<file path="config.mk">
export PLATFORM = sky130hd
export DESIGN_NAME = bcd_bin_converter_flat
export DESIGN_NICKNAME = d
export VERILOG_FILES = /design/src/rtl/bcd_bin_converter_if.sv /design/src/rtl/bcd_bin_converter.sv /design/src/flat_wrapper.sv
export SDC_FILE = /design/constraint.sdc
export NUM_CORES = 1
export LEC_CHECK = 0
export CORE_UTILIZATION = 35
export DETAILED_ROUTE_END_ITERATION = 12
export GPL_ROUTABILITY_DRIVEN = 0
export REMOVE_ABC_BUFFERS = 1
export SETUP_SLACK_MARGIN = 0.4
export SLEW_MARGIN = 20
export SYNTH_ARGS = -nofsm -noshare
export SYNTH_HDL_FRONTEND = slang
export SYNTH_SLANG_ARGS = --single-unit
</file>
<file path="constraint.sdc">
create_clock -name clk -period 2.4 [get_ports clk]
set_input_delay 0.6 -clock clk [delete_from_list [all_inputs] [get_ports clk]]
set_output_delay 0.6 -clock clk [all_outputs]
set_load 0.02 [all_outputs]
</file>
<file path="src/rtl/bcd_bin_converter_if.sv">
// Handshake and operand/result bundle for the bidirectional BCD/binary converter.
interface bcd_bin_converter_if #(
   parameter int unsigned DIGITS = 3,
   parameter int unsigned BIN_W  = 10
);
   logic                  st;
   logic                  mode;
   logic [4*DIGITS-1:0]   bcd_in;
   logic [BIN_W-1:0]      bin_in;
   logic [BIN_W-1:0]      bin_out;
   logic [4*DIGITS-1:0]   bcd_out;
   logic                  busy;
   logic                  done;
   logic                  err;

   modport master (
      output st, mode, bcd_in, bin_in,
      input  bin_out, bcd_out, busy, done, err
   );

   modport slave (
      input  st, mode, bcd_in, bin_in,
      output bin_out, bcd_out, busy, done, err
   );
endinterface

</file>
<file path="src/rtl/bcd_bin_converter.sv">
// Iterative double-dabble converter: mode 0 BCD->binary (reverse), mode 1 binary->BCD
// (forward), one shift-and-correct step per clock.
module bcd_bin_converter #(
   parameter int unsigned DIGITS = 3,
   parameter int unsigned BIN_W  = 10
) (
   input logic                 clk,
   input logic                 rst,
   bcd_bin_converter_if.slave  bus
);
   localparam int unsigned BCD_W = 4 * DIGITS;
   localparam int unsigned CAT_W = BCD_W + BIN_W;
   localparam int unsigned CNT_W = $clog2(BIN_W + 1);

   function automatic longint unsigned pow10(input int unsigned n);
      longint unsigned p;
      p = 1;
      for (int unsigned i = 0; i < n; i++) p = p * 10;
      return p;
   endfunction

   localparam longint unsigned MAXV = pow10(DIGITS) - 1;
   localparam logic [CNT_W-1:0] LAST = CNT_W'(BIN_W - 1);

   if (DIGITS < 1 || DIGITS > 18 || BIN_W < 1 || BIN_W > 63 || (64'd1 << BIN_W) <= MAXV)
   begin : g_bad_params
      $error("bcd_bin_converter: BIN_W too small for DIGITS or parameters out of range");
   end

   typedef enum logic [1:0] {StIdle, StRun, StDone} state_e;

   state_e             r_state, w_state_nxt;
   logic               r_mode, w_mode_nxt;
   logic [CNT_W-1:0]   r_cnt, w_cnt_nxt;
   logic [BCD_W-1:0]   r_bcd, w_bcd_nxt;
   logic [BIN_W-1:0]   r_bin, w_bin_nxt;
   logic [BIN_W-1:0]   r_bin_out, w_bin_out_nxt;
   logic [BCD_W-1:0]   r_bcd_out, w_bcd_out_nxt;
   logic               r_err, w_err_nxt;

   logic [CAT_W-1:0]   w_rev;
   logic [CAT_W-1:0]   w_fwd;
   logic [BCD_W-1:0]   w_adj;
   logic               w_bcd_bad;
   logic               w_bin_bad;
   logic               w_bad;

   // Operand validity, evaluated on the raw inputs at the accept edge
   always_comb begin
      w_bcd_bad = 1'b0;
      for (int i = 0; i < int'(DIGITS); i++) begin
         if (bus.bcd_in[4*i +: 4] > 4'd9) w_bcd_bad = 1'b1;
      end
      w_bin_bad = 64'(bus.bin_in) > MAXV;
      w_bad     = bus.mode ? w_bin_bad : w_bcd_bad;
   end

   // One iteration in each direction; only the one matching r_mode is used
   always_comb begin
      w_rev = {r_bcd, r_bin} >> 1;
      for (int i = 0; i < int'(DIGITS); i++) begin
         if (w_rev[BIN_W + 4*i +: 4] >= 4'd8)
            w_rev[BIN_W + 4*i +: 4] = w_rev[BIN_W + 4*i +: 4] - 4'd3;
      end
      w_adj = r_bcd;
      for (int i = 0; i < int'(DIGITS); i++) begin
         if (w_adj[4*i +: 4] >= 4'd5) w_adj[4*i +: 4] = w_adj[4*i +: 4] + 4'd3;
      end
      w_fwd = {w_adj, r_bin} << 1;
   end

   always_comb begin
      w_state_nxt   = r_state;
      w_mode_nxt    = r_mode;
      w_cnt_nxt     = r_cnt;
      w_bcd_nxt     = r_bcd;
      w_bin_nxt     = r_bin;
      w_bin_out_nxt = r_bin_out;
      w_bcd_out_nxt = r_bcd_out;
      w_err_nxt     = r_err;
      unique case (r_state)
         StIdle: begin
            if (bus.st) begin
               w_mode_nxt = bus.mode;
               w_cnt_nxt  = '0;
               w_err_nxt  = 1'b0;
               w_bcd_nxt  = bus.mode ? '0 : bus.bcd_in;
               w_bin_nxt  = bus.mode ? bus.bin_in : '0;
               if (w_bad) begin
                  w_state_nxt   = StDone;
                  w_err_nxt     = 1'b1;
                  w_bin_out_nxt = '0;
                  w_bcd_out_nxt = '0;
               end else begin
                  w_state_nxt = StRun;
               end
            end
         end
         StRun: begin
            w_cnt_nxt = r_cnt + CNT_W'(1);
            if (r_mode) begin
               w_bcd_nxt = w_fwd[BIN_W +: BCD_W];
               w_bin_nxt = w_fwd[BIN_W-1:0];
            end else begin
               w_bcd_nxt = w_rev[BIN_W +: BCD_W];
               w_bin_nxt = w_rev[BIN_W-1:0];
            end
            if (r_cnt == LAST) begin
               w_state_nxt   = StDone;
               w_bin_out_nxt = r_mode ? '0 : w_rev[BIN_W-1:0];
               w_bcd_out_nxt = r_mode ? w_fwd[BIN_W +: BCD_W] : '0;
            end
         end
         StDone:  w_state_nxt = StIdle;
         default: w_state_nxt = StIdle;
      endcase
   end

   always_ff @(posedge clk or posedge rst) begin
      if (rst) begin
         r_state   <= StIdle;
         r_mode    <= 1'b0;
         r_cnt     <= '0;
         r_bcd     <= '0;
         r_bin     <= '0;
         r_bin_out <= '0;
         r_bcd_out <= '0;
         r_err     <= 1'b0;
      end else begin
         r_state   <= w_state_nxt;
         r_mode    <= w_mode_nxt;
         r_cnt     <= w_cnt_nxt;
         r_bcd     <= w_bcd_nxt;
         r_bin     <= w_bin_nxt;
         r_bin_out <= w_bin_out_nxt;
         r_bcd_out <= w_bcd_out_nxt;
         r_err     <= w_err_nxt;
      end
   end

   assign bus.bin_out = r_bin_out;
   assign bus.bcd_out = r_bcd_out;
   assign bus.busy    = (r_state == StRun);
   assign bus.done    = (r_state == StDone);
   assign bus.err     = r_err;
endmodule
</file>
<file path="src/flat_wrapper.sv">
// flat-port wrapper written by rule: the top's interface ports become plain ports
module bcd_bin_converter_flat 
#(
   parameter int unsigned DIGITS = 3,
   parameter int unsigned BIN_W  = 10
)
  (clk, rst, bus_st, bus_mode, bus_bcd_in, bus_bin_in, bus_bin_out, bus_bcd_out, bus_busy, bus_done, bus_err);
  bcd_bin_converter_if #(.DIGITS(DIGITS), .BIN_W(BIN_W)) bus_i ();
  input logic clk;
  input logic rst;
  input wire logic [$bits(bus_i.st)-1:0] bus_st;
  input wire logic [$bits(bus_i.mode)-1:0] bus_mode;
  input wire logic [$bits(bus_i.bcd_in)-1:0] bus_bcd_in;
  input wire logic [$bits(bus_i.bin_in)-1:0] bus_bin_in;
  output wire logic [$bits(bus_i.bin_out)-1:0] bus_bin_out;
  output wire logic [$bits(bus_i.bcd_out)-1:0] bus_bcd_out;
  output wire logic [$bits(bus_i.busy)-1:0] bus_busy;
  output wire logic [$bits(bus_i.done)-1:0] bus_done;
  output wire logic [$bits(bus_i.err)-1:0] bus_err;
  assign bus_i.st = bus_st;
  assign bus_i.mode = bus_mode;
  assign bus_i.bcd_in = bus_bcd_in;
  assign bus_i.bin_in = bus_bin_in;
  assign bus_bin_out = bus_i.bin_out;
  assign bus_bcd_out = bus_i.bcd_out;
  assign bus_busy = bus_i.busy;
  assign bus_done = bus_i.done;
  assign bus_err = bus_i.err;
  bcd_bin_converter #(.DIGITS(DIGITS), .BIN_W(BIN_W)) u_core (.clk(clk), .rst(rst), .bus(bus_i));
endmodule
</file>
# --- After elaboration in Yosys (flattened, before gate mapping) ---
# Cells that the tools add are included.
op_classes:
  magnitude_cmp: 10
  n_reduce_logical: 6
  muxes: 35
  add_sub_neg: 7
  n_eq_ne: 6
ops:
  columns: ["operator", "n"]
  rows:
  - ["12-bit 2-to-1 mux", 7]
  - ["10-bit 2-to-1 mux", 7]
  - ["12-bit case mux with 2 select lines", 2]
  - ["10-bit case mux with 2 select lines", 2]
  - ["4-bit 2-to-1 mux", 6]
  - ["4-bit by 3-bit >= comparator with 1-bit output (second input constant)", 3]
  - ["4-bit greater-than comparator (second input constant)", 3]
  - ["10-bit greater-than comparator (second input constant)", 1]
  - ["4-bit by 2-bit adder with 4-bit output (second input constant)", 2]
  - ["4-bit >= comparator (second input constant)", 2]
  - ["4-bit case mux with 2 select lines", 1]
  - ["4-bit by 2-bit subtractor with 4-bit output (second input constant)", 2]
  - ["2-bit 2-to-1 mux", 3]
  - ["2-bit AND reduction", 3]
  - ["1-bit 2-to-1 mux", 5]
  - ["4-bit by 1-bit adder with 4-bit output (second input constant)", 1]
  - ["4-bit equality test (second input constant)", 1]
  - ["3-bit by 4-bit >= comparator with 1-bit output (second input constant)", 1]
  - ["2-bit by 1-bit != test with 1-bit output (second input constant)", 2]
  - ["2-bit case mux with 2 select lines", 1]
  - ["4-bit AND reduction", 1]
  - ["3-bit by 2-bit subtractor with 4-bit output (second input constant)", 1]
  - ["3-bit by 2-bit adder with 3-bit output (second input constant)", 1]
  - ["3-bit 2-to-1 mux", 1]
  - ["other kinds (5)", 5]
word_totals:
  wordCells: 72
  input_bits: 26
  reg_bits: 52
  output_inout_bits: 25

# --- Longest topological paths before layout ---
# Gate-level depths: netlist of the first run.
depth:
  depth_word: 8
  mapped_depth: 8
  mapped_depth_nobuf: 7

# --- Least setup slack after synthesis of the first run ---
# No wires, ideal clock.
synth_timing:
  path_kind: "input -> register"
  start: "input bus_bin_in[4]"
  end: "register u_core.r_bcd_out[2], in the netlist u_core.bus.bcd_out[2]"
  n_path_buf: 0
  setup_slack_ps: 681
  required_time_ps: 2273
  arrival_ps: 1592
  setup_ps: 127
  path_stages: 5
  cell_sequence: "o211ai_1 nor2_1 o31ai_4 inv_2 mux2_1"
synth_via:
  elab_chain_len: 4
synth_rtl:
  columns: ["element", "line", "source"]
  rows:
  - ["from (decl)", "flat_wrapper.sv:14", "input wire logic [$bits(bus_i.bin_in)-1:0] bus_bin_in;"]
  - ["10-bit greater-than comparator", "bcd_bin_converter.sv:54", "w_bin_bad = 64'(bus.bin_in) > MAXV;"]
  - ["1-bit 2-to-1 mux", "bcd_bin_converter.sv:55", "w_bad = bus.mode ? w_bin_bad : w_bcd_bad;"]
  - ["2-bit by 1-bit != test with 1-bit output (no source line)", null, null]
  - ["4-bit AND reduction (no source line)", null, null]
  - ["to (signal assigned)", "bcd_bin_converter.sv:136", "r_bcd_out <= w_bcd_out_nxt;"]
  - ["to (decl)", "bcd_bin_converter.sv:38", "logic [BCD_W-1:0] r_bcd_out, w_bcd_out_nxt;"]
# Every way passes these cells.
# A chain may end at the register's enable or synchronous reset.

# --- Worst setup path in the final report of the first run ---
layout_timing:
  start: "input bus_bcd_in[3]"
  end: "register u_core.r_bcd_out[6], in the netlist u_core.bus.bcd_out[6]"
layout_via:
  elab_chain_len: 7
layout_rtl:
  columns: ["element", "line", "source"]
  rows:
  - ["from (decl)", "flat_wrapper.sv:13", "input wire logic [$bits(bus_i.bcd_in)-1:0] bus_bcd_in;"]
  - ["4-bit greater-than comparator", "bcd_bin_converter.sv:52", "if (bus.bcd_in[4*i +: 4] > 4'd9) w_bcd_bad = 1'b1;"]
  - ["1-bit 2-to-1 mux (3 in series)", "bcd_bin_converter.sv:52", null]
  - ["1-bit 2-to-1 mux", "bcd_bin_converter.sv:55", null]
  - ["2-bit by 1-bit != test with 1-bit output (no source line)", null, null]
  - ["4-bit AND reduction (no source line)", null, null]
# Every way passes these cells.

==> summary.txt, run 1 <==
Outcome
  – Status: completed

Cells and area
  – N_diodes: 0
  – Layout cells sized above 1: 16.1%
  – NumNets Final: 425
  – Area Overhead vs Synth: 33.1%
  – Final core occ: 49.1%
  – Post-route cell area: 3870 um^2

Floorplan
  – Row count: 32
  – Core Box Area: 7890 um^2
  – Die ar.: 8680 um^2
  – # IOs: 51
  – Die span in y: 93.2 um
  – Die width: 93.2 um
  – Initial Utilization: 36.9%

Flow run
  – Max Cap Viol: 0

GRT
  – GRT Total Usage: 17.9%
  – Initial antenna violation count: 0
  – Vias in the first global route: 2460
  – Largest net degree at the start of global routing: 35
  – Global-route wire length before repair: 12200 um
  – Grt total ovfl: 0

Power and ir drop
  – Cell Int Power: 2.70 mW
  – Psw: 2.03 mW
  – Portion of total power attributed to combinational logic: 54.4%
  – Sequential Power Share: 32.8%
  – Switch share: 42.9%
  – P per Cell Area: 1220 nW/um^2
  – Clock network power share: 12.8%
  – Leakage power: 1.71 nW
  – Worst VDD drop: 0.456 mV

Clock tree
  – CTS clk-pin slew, worst paths: 100 ps
  – CTS tree: done
  – TritonCTS Buffers: 5
  – CTS Root Cell: clkbuf_8
  – Skew-Pair Late Insertion Delay: 310 ps
  – Hold Buf Count CTS: 0
  – Max clock buf depth: 2
  – CTS H-Tree Depth: 2
  – CTS sink count: 52

STA
  – TNS Setup: 0 ps
  – Setup Viol. Count Final: 0
  – Worst clock skew: 9.28 ps
  – Hold Vio Cnt, Final: 0
  – Slew Viols, Final: 0
  – Hold slack: 483 ps
  – Transition time of the tightest slew-check pin: 468 ps
  – RSZ-0062 raised after global routing: true
  – Period utilization: 82.0%
  – Post-layout min period: 1970 ps
  – Final WS setup: 432 ps
  – FMAX: 0.508 GHz
  – Worst rel slew slack: 68.8%

Drt
  – DR pass1 iterations: 4
  – Drt total wl: 7340 um
  – Initial DRC count: 113
  – Total number of vias: 2512
  – DRC Markers: 0
  – Routed len/inst: 15.0 um
  – Routed Antenna Nets: 0
  – Vias per cell: 5.15

Yosys
  – Most instantiated cells after synthesis: 55 x nand2_1, 52 x dfrtp_1, 34 x o21ai_0
  – Ys Warns: 0
  – Commonest register cell after synthesis: dfrtp_1
  – Top cell type's share of synthesized area: 44.7%
  – Flops & latches, synth: 52
  – Most common cell in the netlist: nand2_1
  – Post-Syn Area per Cell: 9.09 um^2
  – Ranking of synthesized cells by area: dfrtp_1 45%, nand2_1 7.1%, ha_1 6.0%
  – Async SR Flop Fraction: 100%
  – Synth Cell Area: 2910 um^2
  – Sequential share of the synthesized area: 44.7%
  – Synth cell types: 41
  – Cell taking the most area after synthesis: dfrtp_1
  – Post-synth EDFFs: 0
  – Syn Inst Count: 320

Critical path
  – Worst Path Class, Setup: in -> reg
  – Worst Setup Start Kind: input port
  – Crit-path max FO: 5
  – WP data arrival: 2160 ps
  – Critical Path RT: 2590 ps
  – CP endpoint kind: flip-flop

Place
  – # port buffers: 50
  – Final HPWL DP: 5350 um
  – Worst slack, placed: -140 ps
  – Dpl cell area: 3670 um^2

Worst hold path
  – Worst hold path type: reg -> reg
==> cell type report <==
type,instances,area (um^2)
multi-input cells,235,1530
inverters,12,45.0
clock inverters,2,35.0
repair buffers,79,762
well taps,102,128
fillers,773,4020
clock buffers,6,72.6
flip-flops and latches,52,1300
==> state kept, by name, indices dropped and copies added (netlist names) <==
name	flops
u_core.r_mode	1
u_core.r_bin	10
u_core.r_bcd	12
u_core.bus.bin_out	10
u_core.r_state	2
u_core.bus.err	1
u_core.r_cnt	4
u_core.bus.bcd_out	12
==> layer usage <==
metal / global-route usage, % / share of wire, %
met5: 0 / 0
met4: 4.87 / 1.2
met3: 3.98 / 4.4
met2: 28.7 / 45
met1: 24.2 / 49
==> stage by stage <==
stage          std cells  total power, mW
6_report             488             4.73
2_1_floorplan        299             3.05
5_1_grt              488             5.11
3_5_place_dp         477             4.04
4_1_cts              486             4.70
3_3_place_gp         477             3.97
==> cells by family (layout without fill, tap and decap cells) <==
kind of cell | count (synthesis) | in the layout | synth area share (%)
AO/OA/AOI/OAI | 90 | 90 | 19.5
XOR/XNOR | 9 | 9 | 2.71
adder cells (fa/ha/maj) | 14 | 14 | 6.02
buffers and inverters | 33 | 99 | 4.69
flip-flops | 52 | 52 | 44.7
multiplexers | 18 | 18 | 6.58
AND/OR/NAND/NOR | 104 | 104 | 15.8
==> cell usage in the layout (no fill, tap or decap), types with 3 or more instances in the layout <==
cell	instances
clkbuf_8	5
a211oi_1	4
o21ai_0	32
mux2i_1	9
a22oi_1	3
a31oi_1	10
mux2_1	3
clkdlybuf4s50_1	42
inv_1	8
nand2b_1	8
a221o_1	3
a21oi_2	3
a21oi_1	13
nor2b_1	4
nor3_1	5
nor2_2	3
buf_4	25
nor2_1	19
nand2_1	55
a221oi_1	5
xor2_1	3
mux2_2	6
dlymetal6s2s_1	5
ha_1	14
xnor2_1	6
inv_2	4
dfrtp_1	51
==> critical path: stages <==
cell	delay, ps
clkdlybuf4s50_1	490
o21ai_1	70
buf_4	140
a21oi_4	190
o31ai_4	90
buf_6	140
inv_2	100
mux2_1	330
==> worst paths after layout <==
kind                                                         from                                 to  slack (ps)  depth (start not counted)
worst max-delay path                                bus_bcd_in[3]  u_core.bus.bcd_out[6]$_DFFE_PP0P_         430                          8
worst min-delay path            u_core.bus.bin_out[2]$_DFFE_PP0P_  u_core.bus.bin_out[2]$_DFFE_PP0P_         480                          2
worst max register to register        u_core.r_bcd[1]$_DFFE_PP0P_        u_core.r_bcd[2]$_DFFE_PP0P_         510                          7
worst min register to register  u_core.bus.bin_out[2]$_DFFE_PP0P_  u_core.bus.bin_out[2]$_DFFE_PP0P_         480                          2
max in group asynchronous                                     rst        u_core.r_bcd[8]$_DFFE_PP0P_        1240                          3
min in group asynchronous                                     rst  u_core.bus.bin_out[2]$_DFFE_PP0P_         620                          2
==> power groups by stage <==
stage / logic [mW] / clock network, mW / registers, mW
2_1_floorplan: 1.36 / 0 / 1.69
3_3_place_gp: 2.41 / 0 / 1.57
3_5_place_dp: 2.47 / 0 / 1.57
5_1_grt: 2.85 / 0.661 / 1.60
6_report: 2.57 / 0.606 / 1.55
4_1_cts: 2.50 / 0.632 / 1.56
==> what timing repair did <==
action | CTS | global route
endpoints found under the setup margin | 32 | 24
gates resized for setup | 13 | 16
pin swaps | 1 | 3
buffers inserted | 1 | 2
Note: power is estimated with default switching activity, not from simulation.
==> run 2, diff against run 1 <==
==> constraint.sdc (replaced) <==
create_clock -name clk -period 1.6 [get_ports clk]
set_input_delay 0.4 -clock clk [delete_from_list [all_inputs] [get_ports clk]]
set_output_delay 0.4 -clock clk [all_outputs]
set_load 0.02 [all_outputs]
==> run 2 against run 1 <==
  * The run now ends with negative setup slack left
  * Die area did not move
  * Critical endpoint is now u_core.bus.bcd_out[3]$_DFFE_PP0P_
  * Cell area rose by 38%
  * Highest routed layer unchanged
  * Final cell count rose by 20%
  * Worst setup slack worse by 530 ps
  * Critical path depth down 1
==> summary.txt, run 2 (same netlist as run 1, synthesis figures left out) <==
Floorplan
  – Die span in y: 93.2 um (unchanged)
  – Initial Utilization: 36.9% (unchanged)
  – Die ar.: 8680 um^2 (unchanged)
  – # IOs: 51 (unchanged)
  – Die width: 93.2 um (unchanged)
  – Row count: 32 (unchanged)
  – Core Box Area: 7890 um^2 (unchanged)

Power and ir drop
  – P per Cell Area: 2030 nW/um^2 (+66%)
  – Leakage power: 2.48 nW (+45%)
  – Worst VDD drop: 1.03 mV (+130%)
  – Final Power: 10.8 mW (+130%)

Clock tree
  – CTS sink count: 52 (unchanged)
  – CTS Root Cell: clkbuf_8
  – CTS tree: done
  – TritonCTS Buffers: 5 (unchanged)
  – CTS H-Tree Depth: 2 (unchanged)
  – Skew-Pair Late Insertion Delay: 320 ps (about the same)
  – Max clock buf depth: 2 (unchanged)
  – CTS clk-pin slew, worst paths: 100 ps (about the same)
  – Hold Buf Count CTS: 0 (unchanged)

Critical path
  – Reg2Reg Depth: 7 (unchanged)
  – FF-to-FF End: u_core.bus.bcd_out[3]$_DFFE_PP0P_
  – FF-to-FF setup slack: -90 ps (-600 ps)
  – CP endpoint kind: flip-flop
  – CP max stage delay: 400 ps (-90 ps)
  – Worst-path cell chain: inv_1 -> ha_2 -> nand4b_1 -> a21oi_2 -> o31ai_4 -> buf_4 -> mux2_4
  – Worst Setup Start Kind: flip-flop
  – Critical Path RT: 1810 ps (-780 ps)
  – Reg2reg start: u_core.r_cnt[1]$_DFFE_PP0P_
  – CP Launch Point: u_core.r_cnt[1]$_DFFE_PP0P_
  – Critical Path End: u_core.bus.bcd_out[3]$_DFFE_PP0P_
  – Crit-path max FO: 4 (-1)
  – Worst Path Class, Setup: reg -> reg
  – WP data arrival: 1900 ps (-260 ps)
  – Highest-delay cell along the critical path: dfrtp_1

Drt
  – Initial DRC count: 135 (+19%)
  – Total number of vias: 3086 (+23%)
  – Routed Antenna Nets: 0 (unchanged)
  – Vias per cell: 5.25 (+2.0%)
  – Drt total wl: 9840 um (+34%)
  – DRC Markers: 0 (unchanged)
  – DR pass1 iterations: 4 (unchanged)
  – Routed len/inst: 16.7 um (+11%)

STA
  – Hold Vio Cnt, Final: 0 (unchanged)
  – Setup Viol. Count Final: 12 (+12)
  – Slew Viols, Final: 0 (unchanged)
  – FMAX: 0.590 GHz
  – RSZ-0062 raised after global routing: true
  – Worst clock skew: 15.0 ps (+5.77 ps)
  – Worst rel slew slack: 71.3% (+2.5 points)
  – Transition time of the tightest slew-check pin: 430 ps (-37.8 ps)
  – Period utilization: 106%
  – Final WS setup: -95.0 ps (-527 ps)
  – Post-layout min period: 1690 ps

Cells and area
  – Most common cell after layout, fill and taps aside: buf_4
  – Final core occ: 67.8% (+19 points)
  – Area Overhead vs Synth: 83.8%
  – NumNets Final: 525 (+24%)
  – N_diodes: 0 (unchanged)
  – Layout Cells excl Fill: 588 (+20%)
  – Most frequent cells in the layout: 87 x buf_4, 58 x buf_6, 49 x dfrtp_1, 42 x nand2_1, 17 x nor2_1
  – Post-route cell area: 5350 um^2 (+38%)
  – Layout cells sized above 1: 54.9% (+39 points)

GRT
  – GRT met2 Usage: 37.9% (+9.1 points)
  – GRT Total Usage: 21.6% (+3.8 points)
  – Largest net degree at the start of global routing: 53 (+51%)
  – Initial antenna violation count: 0 (unchanged)
  – Grt met1 use: 27.0% (+2.8 points)
  – Grt total ovfl: 0 (unchanged)
  – Most used routing layer in global routing: met2
  – GR Layer Usage met3: 3.50% (-0.49 points)
  – Vias in the first global route: 3038 (+23%)
  – Global-route wire length before repair: 14500 um (+20%)

Place
  – Placed cells: 526 (+10%)
  – # port buffers: 50 (unchanged)
  – Final HPWL DP: 5710 um (+6.6%)
  – Dpl cell area: 4040 um^2 (+10%)

Flow run
  – Max Cap Viol: 0 (unchanged)

Outcome
  – Status: finished, violations left
  – Failing checks: negative setup slack

Worst hold path
  – Worst hold path type: in -> reg
==> run 2: changes by cell type in the layout (fill, tap and decap cells not counted), sizes merged <==
cell / change
clkdlybuf4s50: -35
clkinvlp: +1
bufinv: -1
clkdlybuf4s15: -1
dlygate4sd2: +12
buf: +125
clkbuf: +3
dlymetal6s2s: -4
==> run 2: worst max-delay path: cells and delay by family, from the launching register on <==
kind,cells,cell delay [ps]
compound gates,2,340
fa+ha+maj,1,180
buf+inv,2,250
flops,1,400
mux,1,290
simple gates,1,120
==> run 2: layout make-up <==
type,count,area [um^2]
Fill cell,600,2540
Clock buffer,6,72.6
Timing Repair Buffer,179,1720
Sequential cell,52,1310
Tap cell,102,128
Clock inverter,2,16.3
Multi-Input combinational cell,235,2060
Inverter,12,52.6
==> run 2: worst min path at each step <==
stage / slack [ps] / to / startpoint / depth (start not counted)
3_3_place_gp: 460 / u_core.bus.bin_out[8]$_DFFE_PP0P_ / u_core.bus.bin_out[8]$_DFFE_PP0P_ / 2
3_5_place_dp: 470 / u_core.bus.bcd_out[1]$_DFFE_PP0P_ / u_core.bus.bcd_out[1]$_DFFE_PP0P_ / 2
4_1_cts: 460 / u_core.bus.bin_out[1]$_DFFE_PP0P_ / rst / 3
2_1_floorplan: 470 / u_core.r_bin[1]$_DFFE_PP0P_ / u_core.r_bin[1]$_DFFE_PP0P_ / 2
5_1_grt: 410 / u_core.r_bin[4]$_DFFE_PP0P_ / bus_bin_in[4] / 3
6_report: 400 / u_core.r_bin[4]$_DFFE_PP0P_ / bus_bin_in[4] / 3
==> run 2: power by group <==
part / internal (mW) / total [mW] / leakage, nW / switching [mW]
clock network: 0.313 / 0.789 / 0.0414 / 0.477
registers: 1.82 / 2.38 / 0.679 / 0.556
logic: 4.16 / 7.68 / 1.76 / 3.52
==> run 2: metrics by stage <==
step / setup WS (ps) / TNS, ps / hold slack (ps)
2_1_floorplan: -677 / -19510 / 471
3_3_place_gp: -605 / -21660 / 462
3_5_place_dp: -618 / -22820 / 471
4_1_cts: -100 / -1450 / 458
5_1_grt: -144 / -1870 / 413
6_report: -95.0 / -803 / 404
==> run 2: per-layer routing <==
layer  routed length [um]  vias up  share of wire (%)
li1                     -     1440                  -
met1                 4090     1526                 42
met2                 5080       97                 52
met3                  436       23                4.4
met4                  238        0                2.4
met5                    0        -                  0
==> run 2: timing repair <==
action,in CTS,in global routing
resized for setup,294,77
gates cloned,3,0
pin swaps,38,25
endpoints found under the setup margin,77,77
buffers inserted,29,22
